## config.mk

```make
export PLATFORM = sky130hd
export DESIGN_NAME = manchester_deframer
export DESIGN_NICKNAME = d
export VERILOG_FILES = /design/src/rtl/manchester_pkg.sv /design/src/rtl/axis_out_reg.sv /design/src/rtl/manchester_deframer.sv
export SDC_FILE = /design/constraint.sdc
export NUM_CORES = 1
export LEC_CHECK = 0
export ABC_AREA = 1
export BUFFER_PORTS_ARGS = -buffer_cell sky130_fd_sc_hd__buf_4
export CAP_MARGIN = 0
export CORE_UTILIZATION = 59
export CTS_BUF_LIST = sky130_fd_sc_hd__clkbuf_8
export CTS_CLUSTER_SIZE = 28
export DETAILED_ROUTE_END_ITERATION = 10
export PLACE_DENSITY = 0.82
export SLEW_MARGIN = 20
export SYNTH_ARGS = -nofsm -noshare
export SYNTH_HDL_FRONTEND = slang
export SYNTH_SLANG_ARGS = --single-unit
```

## constraint.sdc

```tcl
create_clock -name aclk -period 2.4 [get_ports aclk]
set_clock_uncertainty 0.1 [all_clocks]
set_input_delay 0.24 -clock aclk [delete_from_list [all_inputs] [get_ports aclk]]
set_output_delay 0.24 -clock aclk [all_outputs]
set_load 0.03 [all_outputs]
```

## src/rtl/manchester_pkg.sv

```systemverilog
// Constants and state encoding for the Manchester framing path, used by
// both the transmit-side inserter and the receive-side deframer.
package manchester_pkg;

  localparam logic [7:0] PREAMBLE_PATTERN = 8'hAA;
  localparam logic [7:0] START_WORD       = 8'hD5;
  localparam logic [2:0] PRE_CNT_MAX      = 3'd7;

  typedef enum logic [1:0] {
    ST_HUNT     = 2'd0,
    ST_PREAMBLE = 2'd1,
    ST_DATA     = 2'd2,
    ST_DISCARD  = 2'd3
  } state_t;

  function automatic logic [2:0] pre_cnt_inc(input logic [2:0] cnt);
    return (cnt == PRE_CNT_MAX) ? PRE_CNT_MAX : cnt + 3'd1;
  endfunction

endpackage

```

## src/rtl/axis_out_reg.sv

```systemverilog
// Single-stage AXI-Stream register slice; a load on the same edge as a
// downstream take replaces the held beat with no bubble.
module axis_out_reg #(
  parameter int unsigned DATA_WIDTH = 8
) (
  input  logic                  aclk,
  input  logic                  aresetn,
  input  logic [DATA_WIDTH-1:0] s_data,
  input  logic                  s_last,
  input  logic                  s_valid,
  output logic                  s_ready,
  output logic [DATA_WIDTH-1:0] m_data,
  output logic                  m_last,
  output logic                  m_valid,
  input  logic                  m_ready
);

  assign s_ready = !m_valid || m_ready;

  always_ff @(posedge aclk) begin
    if (!aresetn) begin
      m_valid <= 1'b0;
      m_data  <= '0;
      m_last  <= 1'b0;
    end else if (s_valid && s_ready) begin
      m_valid <= 1'b1;
      m_data  <= s_data;
      m_last  <= s_last;
    end else if (m_ready) begin
      m_valid <= 1'b0;
    end
  end

endmodule

```

## src/rtl/manchester_deframer.sv

```systemverilog
// Hunts for the 0xAA preamble and 0xD5 start word in the decoded byte
// stream and forwards only the payload as AXI-Stream frames with tlast.
module manchester_deframer
  import manchester_pkg::*;
#(
  parameter int unsigned DATA_WIDTH    = 8,
  parameter int unsigned MIN_PREAMBLE  = 2,
  parameter int unsigned MAX_FRAME_LEN = 256
) (
  input  logic                  aclk,
  input  logic                  aresetn,
  input  logic [DATA_WIDTH-1:0] s_axis_tdata,
  input  logic                  s_axis_tvalid,
  output logic                  s_axis_tready,
  input  logic                  s_axis_tlast,
  output logic [DATA_WIDTH-1:0] m_axis_tdata,
  output logic                  m_axis_tvalid,
  input  logic                  m_axis_tready,
  output logic                  m_axis_tlast,
  output logic                  sync_err,
  output logic                  trunc_err,
  output logic [15:0]           frame_cnt
);

  localparam logic [2:0]  MIN_PRE = 3'(MIN_PREAMBLE);
  localparam logic [15:0] MAX_LEN = 16'(MAX_FRAME_LEN);

  state_t      state;
  logic [2:0]  pre_cnt;
  logic [15:0] len;
  logic [15:0] len_inc;
  logic        out_ready;
  logic        accept;
  logic        load;
  logic        hit_max;
  logic        is_pre;
  logic        is_start;

  // Ready is held low throughout reset, independent of the state register.
  always_comb begin
    s_axis_tready = 1'b0;
    if (aresetn) begin
      s_axis_tready = (state == ST_DATA) ? out_ready : 1'b1;
    end
  end

  assign accept   = s_axis_tvalid && s_axis_tready;
  assign load     = accept && (state == ST_DATA);
  assign len_inc  = len + 16'd1;
  assign hit_max  = (len_inc == MAX_LEN);
  assign is_pre   = (s_axis_tdata == PREAMBLE_PATTERN);
  assign is_start = (s_axis_tdata == START_WORD);

  always_ff @(posedge aclk) begin
    if (!aresetn) begin
      state     <= ST_HUNT;
      pre_cnt   <= '0;
      len       <= '0;
      sync_err  <= 1'b0;
      trunc_err <= 1'b0;
      frame_cnt <= '0;
    end else begin
      sync_err  <= 1'b0;
      trunc_err <= 1'b0;
      if (accept) begin
        case (state)
          ST_HUNT: begin
            if (is_pre && !s_axis_tlast) begin
              state   <= ST_PREAMBLE;
              pre_cnt <= 3'd1;
            end
          end
          ST_PREAMBLE: begin
            if (is_pre && !s_axis_tlast) begin
              pre_cnt <= pre_cnt_inc(pre_cnt);
            end else if (is_start && !s_axis_tlast && pre_cnt >= MIN_PRE) begin
              state   <= ST_DATA;
              len     <= '0;
              pre_cnt <= '0;
            end else begin
              sync_err <= 1'b1;
              state    <= ST_HUNT;
              pre_cnt  <= '0;
            end
          end
          ST_DATA: begin
            len <= len_inc;
            if (s_axis_tlast) begin
              frame_cnt <= frame_cnt + 16'd1;
              state     <= ST_HUNT;
              len       <= '0;
            end else if (hit_max) begin
              frame_cnt <= frame_cnt + 16'd1;
              trunc_err <= 1'b1;
              state     <= ST_DISCARD;
              len       <= '0;
            end
          end
          ST_DISCARD: begin
            if (s_axis_tlast) begin
              state <= ST_HUNT;
            end
          end
          default: state <= ST_HUNT;
        endcase
      end
    end
  end

  axis_out_reg #(
    .DATA_WIDTH(DATA_WIDTH)
  ) u_out (
    .aclk    (aclk),
    .aresetn (aresetn),
    .s_data  (s_axis_tdata),
    .s_last  (s_axis_tlast || hit_max),
    .s_valid (load),
    .s_ready (out_ready),
    .m_data  (m_axis_tdata),
    .m_last  (m_axis_tlast),
    .m_valid (m_axis_tvalid),
    .m_ready (m_axis_tready)
  );

endmodule
```

Yosys cells after proc, flatten, opt, wreduce, memory -nomap -nowiden
Cells that the tools add are included.
- bitwise gates (word level): 4
- $add $sub $neg: 3
- eq/ne operators: 12
- order comparisons: 1
- multiplexer cells: 24
- reductions and logical operators: 21
- operator list (cell ; count):
    $mux 16 ; 6
    $add 16x1->16 const B ; 2
    $pmux 16 s2 ; 1
    $eq 16x9->1 const B ; 1
    $eq 8x8->1 const B ; 2
    $mux 2 ; 6
    $mux 3 ; 3
    $ne 2x2->1 const B ; 4
    $pmux 2 s4 ; 1
    $reduce_bool 2->1 ; 4
    $reduce_or 4->1 ; 2
    $logic_and 1x1->1 ; 6
    $mux 1 ; 6
    $pmux 3 s2 ; 1
    $reduce_and 3->1 ; 2
    $reduce_and 5->1 ; 1
    $eq 2x2->1 const B ; 2
    $not 1->1 ; 4
    $reduce_and 4->1 ; 1
    $add 3x1->3 const B ; 1
    $eq 3x3->1 const B ; 1
    $ge 3x2->1 const B ; 1
    $ne 3x3->1 const B ; 1
    $eq 2x1->1 const B ; 1
    3 further kinds ; 5
- logic and storage cells: 74
- register bits: 49
- bits of input ports: 13
- output and inout port bits: 29

Logic depth before layout (Yosys ltp)
Gate-level depths: netlist of the first run.
- word-level depth: 8
- depth in mapped cells: 16
- depth with buffers taken out: 15

Hierarchy
From an unflattened synthesis of the first run, not the netlist that was laid out.
- cells, all modules: 438
- area, all modules: 2945.3 um^2
- modules (own cells, without submodules) (module ; area an instance (um^2) ; instances ; cells each ; sequential area each (um^2)):
    manchester_deframer ; 2464.9 ; 1 ; 374 ; 780.7
    axis_out_reg ; 480.5 ; 1 ; 64 ; 200.2

Worst setup path after synthesis of the first run
OpenSTA, ideal clock, no wires.
- path type: register to register
- start point: reg u_out.m_valid
- end point: reg frame_cnt[0]
- data required time: 2184 ps
- period minus slack after synthesis: 2194 ps
- stages on the path, launching flop included: 10
- arrival: 1978 ps
- path buffers: 1
- setup slack: 206 ps
- setup time: 116 ps
- path through: dfxtp_1 -> a31oi_1 -> nand2_1 -> inv_1 -> nand2_2 -> inv_1 -> buf_2 -> nand3_1 -> nand2_1 -> nor2_1
- longest elaborated chain between the ends: 6
- ends and longest elaborated chain (what ; RTL line ; text):
    from (decl) ; axis_out_reg.sv:14 ; output logic m_valid,
    from (signal assigned) ; axis_out_reg.sv:22 ; m_valid <= 1'b0;
    from (signal assigned) ; axis_out_reg.sv:26 ; m_valid <= 1'b1;
    from (signal assigned) ; axis_out_reg.sv:30 ; m_valid <= 1'b0;
    $logic_not 1->1 ; axis_out_reg.sv:18 ; assign s_ready = !m_valid || m_ready;
    $logic_or 1x1->1 ; axis_out_reg.sv:18 ;
    $mux 1 ; manchester_deframer.sv:43 ; s_axis_tready = (state == ST_DATA) ? out_ready : 1'b1;
    $mux 1 ; manchester_deframer.sv:42 ; if (aresetn) begin
    via s_axis_tready ; manchester_deframer.sv:14 ; output logic s_axis_tready,
    $logic_and 1x1->1 ; manchester_deframer.sv:47 ; assign accept = s_axis_tvalid && s_axis_tready;
    $reduce_and 3->1 (no line) ; n/a ;
    to (signal assigned) ; manchester_deframer.sv:89 ; frame_cnt <= frame_cnt + 16'd1;
    to (signal assigned) ; manchester_deframer.sv:93 ; frame_cnt <= frame_cnt + 16'd1;
    to (decl) ; manchester_deframer.sv:22 ; output logic [15:0] frame_cnt
The timed path passes the listed nets, and every way through them passes these cells.
A chain may end at the register's enable or synchronous reset.

Final worst setup path of the first run
- start point: reg len[1]
- end point: reg frame_cnt[9]
- longest elaborated chain between the ends: 4
- ends and longest elaborated chain (what ; RTL line ; text):
    from (decl) ; manchester_deframer.sv:30 ; logic [15:0] len;
    from (signal assigned) ; manchester_deframer.sv:87 ; len <= len_inc;
    $add 16x1->16 ; manchester_deframer.sv:49 ; assign len_inc = len + 16'd1;
    $eq 16x9->1 ; manchester_deframer.sv:50 ; assign hit_max = (len_inc == MAX_LEN);
    $reduce_bool 2->1 (no line) ; n/a ;
    $reduce_and 3->1 (no line) ; n/a ;
Every way passes these cells.

==> results.json, run 1 <==
{
  "drt_first_pass_iters": 6,
  "setup_viol": 0,
  "clockBufferDepth": 2,
  "synthArstFlopShare": 0,
  "outcome": "finished, final reports clean",
  "worst_slack_ns": 0.184,
  "track_usage": 0.272,
  "power-per-cell-area_nw_per_um2": 456,
  "place_area_um2": 3130,
  "grt_overflow": 0,
  "synth_seq_cells": 49,
  "cp_max_fo": 18,
  "drive_gt1_frac": 0.165,
  "cts_sinks": 49,
  "hold_violations": 0,
  "drtIter0Drc": 224,
  "maxUsedRoutingLayer": "met4",
  "synthToLayoutAreaGrowth_pct": 16.2,
  "vias": 2750,
  "syn_area_um2": 2800,
  "finish.utilization": 0.733,
  "antenna_found_initial": 0,
  "endpoint_kind": "register",
  "wl_um": 6540,
  "cts_resized": 0,
  "critPathKind": "reg -> reg",
  "p_total_mw": 1.48,
  "ir_drop_uv": 332,
  "yosys_warnings": 0,
  "initial_utilization": 0.630,
  "grt_max_degree": 38,
  "holdWs_ns": 0.0952,
  "cts_max_level": 2,
  "synth_nets": 431,
  "cts-root-buf": "clkbuf_8",
  "ys_seq_area_frac": 0.350,
  "tns_ns": 0,
  "core_um2": 4440,
  "ios": 42,
  "placed_cells": 499,
  "cp.required_ns": 2.48,
  "rows": 24,
  "die-area_um2": 5030,
  "post-route-period-util": 0.923,
  "drc": 0,
  "wl_met1_um": 2940,
  "wl_met3_um": 207,
  "clock_latency_ns": 0.30,
  "ctsHoldBuffers": 0,
  "cap_violations": 0,
  "fin_area_um2": 3260,
  "grt_pass1_vias": 2537,
  "synth.avg_cell_area_um2": 6.75,
  "tightest_slew_ns": 0.590,
  "syn_inst": 415,
  "fin_crit_ns": 2.22,
  "leakagePower_nw": 1.26,
  "final_net_count": 470,
  "clk_pin_slew_ns": 0.09,
  "reg2reg_depth": 12,
  "preCtsSetupSlack_ns": 0.145,
  "hpwlAfterDp_um": 4660,
  "cts-buffers-inserted": 5,
  "relSlewSlack": 0.606,
  "hold_path_class": "in -> reg",
  "wl_met2_um": 3280,
  "io_buffers": 41,
  "grt_first_pass_wirelength_um": 11000,
  "die_h_um": 70.9,
  "rsz0062_at_grt": "no",
  "wl_per_cell_um": 12.9,
  "timing.fmax_ghz": 0.451,
  "netlist-cell-type-count": 28,
  "slew_violations": 0,
  "synth_ff_type": "dfxtp_1",
  "gp_congestion": 0.914,
  "num_antenna_cells": 0,
  "fillers": 378,
  "viasPerCell": 5.42,
  "startpoint_type": "register",
  "synth_edf_count": 0,
  "hold_depth": 4,
  "die_w_um": 70.9,
  "ant_nets": 0,
  "cts_setup_buffers": 0,
  "cts_tree": "built",
  "fin_cells": 507,
  "arrival_ns": 2.30
}
## final timing paths
check / start / end / slack (ns)
worst max register to register: len[1] / frame_cnt[9] / 0.18
worst max-delay path: len[1] / frame_cnt[9] / 0.18
worst min register to register: pre_cnt[1] / pre_cnt[1] / 0.37
worst min-delay path: m_axis_tready / u_out.m_valid / 0.1
## metal layers
layer  up-vias  global-route usage
met5         -                   0
met4         0               0.104
met3        13              0.0385
met2        53               0.487
met1      1241               0.329
li1       1443                   -
## cells by family (layout without fill, tap and decap cells)
logic type / Yosys count / count (layout) / share of synthesized area
AND/OR/NAND/NOR: 234 / 234 / 0.393
AO/OA/AOI/OAI: 59 / 59 / 0.109
buffers and inverters: 54 / 94 / 0.0844
flip-flops: 49 / 49 / 0.350
XOR/XNOR: 16 / 16 / 0.0500
adder cells (fa/ha/maj): 3 / 3 / 0.0134
## critical path, stage by stage, from the launching register on
cell,delay (ns)
dfxtp_2,0.37
ha_2,0.21
nand2_1,0.09
nor2_2,0.15
nand3_1,0.11
xor2_1,0.23
nand2_1,0.13
nor2_4,0.15
nand2_4,0.10
nand2_8,0.14
nand2_4,0.14
nand2_1,0.10
a21oi_1,0.06
## cells in the mapped netlist (2+ instances only)
cell type    n  area, µm²
nand2_1    113        424
nand3_1     31        155
nand2_2      4       25.0
a21oi_1     45        225
inv_1       39        146
nand4_1     20        125
nor2_4       4       45.0
o21bai_1     2       15.0
nor2_1      32        120
nand2_4      2       22.5
nor2_2       5       31.3
dfxtp_1     49        981
nand3_2      2       20.0
ha_1         3       37.5
buf_2        5       25.0
clkbuf_1     7       26.3
xor2_1      10       87.6
nor3_1      13       65.1
o21ai_0     10       50.1
nor4_1       3       18.8
xnor2_1      6       52.6
nand3b_1     4       30.0
## registers in the layout, indices dropped and copies added, names as in the netlist
name,flops
frame_cnt,16
len,16
state,2
pre_cnt,3
sync_err,1
u_out.m_valid,1
u_out.m_data,8
trunc_err,1
u_out.m_last,1
## power breakdown
part | total (mW) | switching (mW) | internal, mW
clock | 0.607 | 0.271 | 0.336
sequential | 0.812 | 0.000168 | 0.812
combinational | 0.0647 | 0.0425 | 0.0222
total | 1.48 | 0.314 | 1.17
## cell type report
type	instances	area [µm²]	share of cell area
timing repair buffer	47	353	0.108
multi-input combinational	312	1590	0.489
inverter	39	146	0.0450
clock buffer	6	82.6	0.0254
tap	52	65.1	0.0200
sequential	49	983	0.302
clock inverter	2	33.8	0.0104
## cell usage in the layout (no fill, tap or decap), drive strengths merged
cell      n
a21oi    45
a31oi     1
buf      47
bufinv    1
clkbuf    6
dfxtp    49
ha        3
inv      40
nand2   120
nand3    33
nand3b    4
nand4    20
nor2     41
nor3     13
nor4      3
o211ai    1
o21ai    10
o21bai    2
xnor2     6
xor2     10
(Power assumes the default switching activity.)
==> inputs of run 2 (changes only) <==
ABC_AREA = 0   (was 1)
CORE_UTILIZATION = 58   (was 59)
==> results.json, run 2 <==
{
  "synth_seq_cells": 49,
  "hold_violations": 0,
  "hold_path_class": "in -> reg",
  "cts_max_level": 2,
  "drive_gt1_frac": 0.348,
  "wl_um": 7620,
  "rows": 23,
  "slew_violations": 0,
  "die_h_um": 68.5,
  "ctsHoldBuffers": 0,
  "grt_first_pass_wirelength_um": 11600,
  "syn_area_um2": 2570,
  "synth_top_area_share": 0.382,
  "grt_overflow": 0,
  "core_um2": 4120,
  "tightest_slew_ns": 0.534,
  "cp.required_ns": 2.53,
  "hpwlAfterDp_um": 4520,
  "gp_congestion": 0.810,
  "synth_ff_type": "dfxtp_1",
  "antenna_found_initial": 0,
  "setup_viol": 22,
  "drt_first_pass_iters": 7,
  "ant_nets": 0,
  "cap_violations": 0,
  "endpoint_kind": "register",
  "fin_crit_ns": 2.55,
  "rsz0062_at_grt": "yes",
  "power-per-cell-area_nw_per_um2": 382,
  "p_comb_frac": 0.051,
  "drtIter0Drc": 317,
  "ys_seq_area_frac": 0.382,
  "initial_utilization": 0.624,
  "layout_common_cells": "79 x buf_4, 42 x nand2_1, 36 x dfxtp_1",
  "drc": 0,
  "synth_most_common_cell": "dfxtp_1",
  "yosys-top-cells-area": "dfxtp_1 38%, nand2_1 6.4%, a21oi_1 5.5%",
  "p_int_mw": 1.03,
  "yosys_warnings": 0,
  "reg.largest.list": "frame_cnt x16, len x16, u_out.m_data x8",
  "synthArstFlopShare": 0,
  "synth_common_cells": "49 x dfxtp_1, 44 x nand2_1, 28 x a21oi_1",
  "post-route-period-util": 1.06,
  "violations": "negative setup slack",
  "sw_frac_of_total": 0.233,
  "viasPerCell": 6.43,
  "die_w_um": 68.5,
  "grt_pass1_vias": 2498,
  "synth_nets": 329,
  "power_frac_clock": 0.347,
  "worst_slack_ns": -0.153,
  "leakagePower_nw": 1.40,
  "arrival_ns": 2.68,
  "vias": 2835,
  "rrSetupSlack_ns": -0.15,
  "cts_sinks": 49,
  "relSlewSlack": 0.644,
  "layout_commonest_cell": "buf_4",
  "outcome": "finished, violations left",
  "timing.fmax_ghz": 0.392,
  "clock_latency_ns": 0.31,
  "cts-buffers-inserted": 5,
  "clockBufferDepth": 2,
  "num_antenna_cells": 0,
  "tns_ns": -1.90,
  "final_net_count": 406,
  "cts-root-buf": "clkbuf_8",
  "p_sw_uw": 313,
  "cts_tree": "built",
  "cp_max_fo": 15,
  "fin_cells": 441,
  "placed_cells": 420,
  "synthToLayoutAreaGrowth_pct": 36.8,
  "grt_max_degree": 19,
  "synth_top_cell_by_area": "dfxtp_1",
  "clk_pin_slew_ns": 0.09,
  "syn_inst": 313,
  "netlist-cell-type-count": 54,
  "pwr-share-seq": 0.602,
  "ir_drop_uv": 452,
  "ios": 42,
  "critPathKind": "reg -> reg",
  "synth_edf_count": 0,
  "synth.avg_cell_area_um2": 8.20,
  "io_buffers": 41,
  "startpoint_type": "register",
  "track_usage": 0.335,
  "die-area_um2": 4700,
  "wl_per_cell_um": 17.3
}
## run 2: cell types whose count changed after synthesis, moves of 5 or more
cell	previous run	this run
a21oi_1	45	28
a31oi_1	1	8
inv_1	39	9
mux2i_1	0	6
nand2_1	113	44
nand3_1	31	20
nand4_1	20	5
nor2_1	32	21
nor2_2	5	0
nor3_1	13	4
o31ai_1	0	14
or4_1	0	12
xnor2_1	6	1
xor2_1	10	3
## run 2: final cells by class
cell class / count / area, µm²
tap: 50 / 62.6
sequential: 49 / 1000
clock inverter: 3 / 11.3
fill: 233 / 603
inverter: 9 / 33.8
clock buffer: 5 / 68.8
multi-input combinational: 239 / 1660
timing repair buffer: 86 / 674
## run 2: logic make-up (layout without fill, tap and decap cells)
kind of cell	Yosys count	count (layout)	synth area share
buffers and inverters	25	103	0.0429
AOI/OAI and AO/OA	86	86	0.220
muxes	7	7	0.0278
xor gates and xnor gates	4	4	0.0136
adders and majority gates	3	3	0.0146
and+or+nand+nor	139	139	0.299
DFF	49	49	0.382
## run 2: worst max-delay path: stages (launching register included)
cell,delay (ns)
dfxtp_4,0.38
buf_4,0.15
nand4_4,0.13
nor4_4,0.21
nand4_1,0.21
a211oi_2,0.33
a21oi_2,0.13
buf_12,0.17
or4_1,0.48
a21oi_1,0.18
## run 2: power by group through the flow
stage,clock network [mW],registers (mW),logic (mW)
floorplan,0,0.831,0.0296
finish,0.466,0.809,0.0684
detailed placement,0,0.831,0.0622
global placement,0,0.831,0.0612
CTS,0.468,0.810,0.0709
global route,0.495,0.809,0.0732
## run 2: final timing paths
kind                                 startpoint         endpoint  depth (start not counted)
worst min-delay path            s_axis_tdata[6]  u_out.m_data[6]                          3
worst max register to register           len[1]     frame_cnt[4]                          9
worst max-delay path                     len[1]     frame_cnt[4]                          9
worst min register to register  u_out.m_data[4]  u_out.m_data[4]                          2
## run 2: per-stage QoR
step                      hold slack (ns)  instance area, µm²  utilization  setup WS, ns  total power, mW
after floorplan                     0.276                2590            -        0.0101            0.861
after global placement              0.344                3140        0.763        0.0222            0.892
after detailed placement            0.351                3140        0.763        -0.107            0.894
after CTS                          0.0936                3430        0.833      -0.00420             1.35
after global routing                0.107                3510        0.853        -0.256             1.38
final                              0.0944                3510        0.853        -0.153             1.34
## run 2: repair_timing
action	CTS	global route
buffers inserted	10	3
gates resized for setup	29	24
endpoints found under the setup margin	21	28
gates cloned	2	0
pin swaps	9	17
## run 2: layer usage
metal / up-vias / GRT usage / share of wire
met1: 1345 / 0.403 / 0.41
met5: - / 0 / 0
li1: 1319 / - / -
met2: 135 / 0.563 / 0.49
met4: 0 / 0.156 / 0.030
met3: 36 / 0.0740 / 0.069
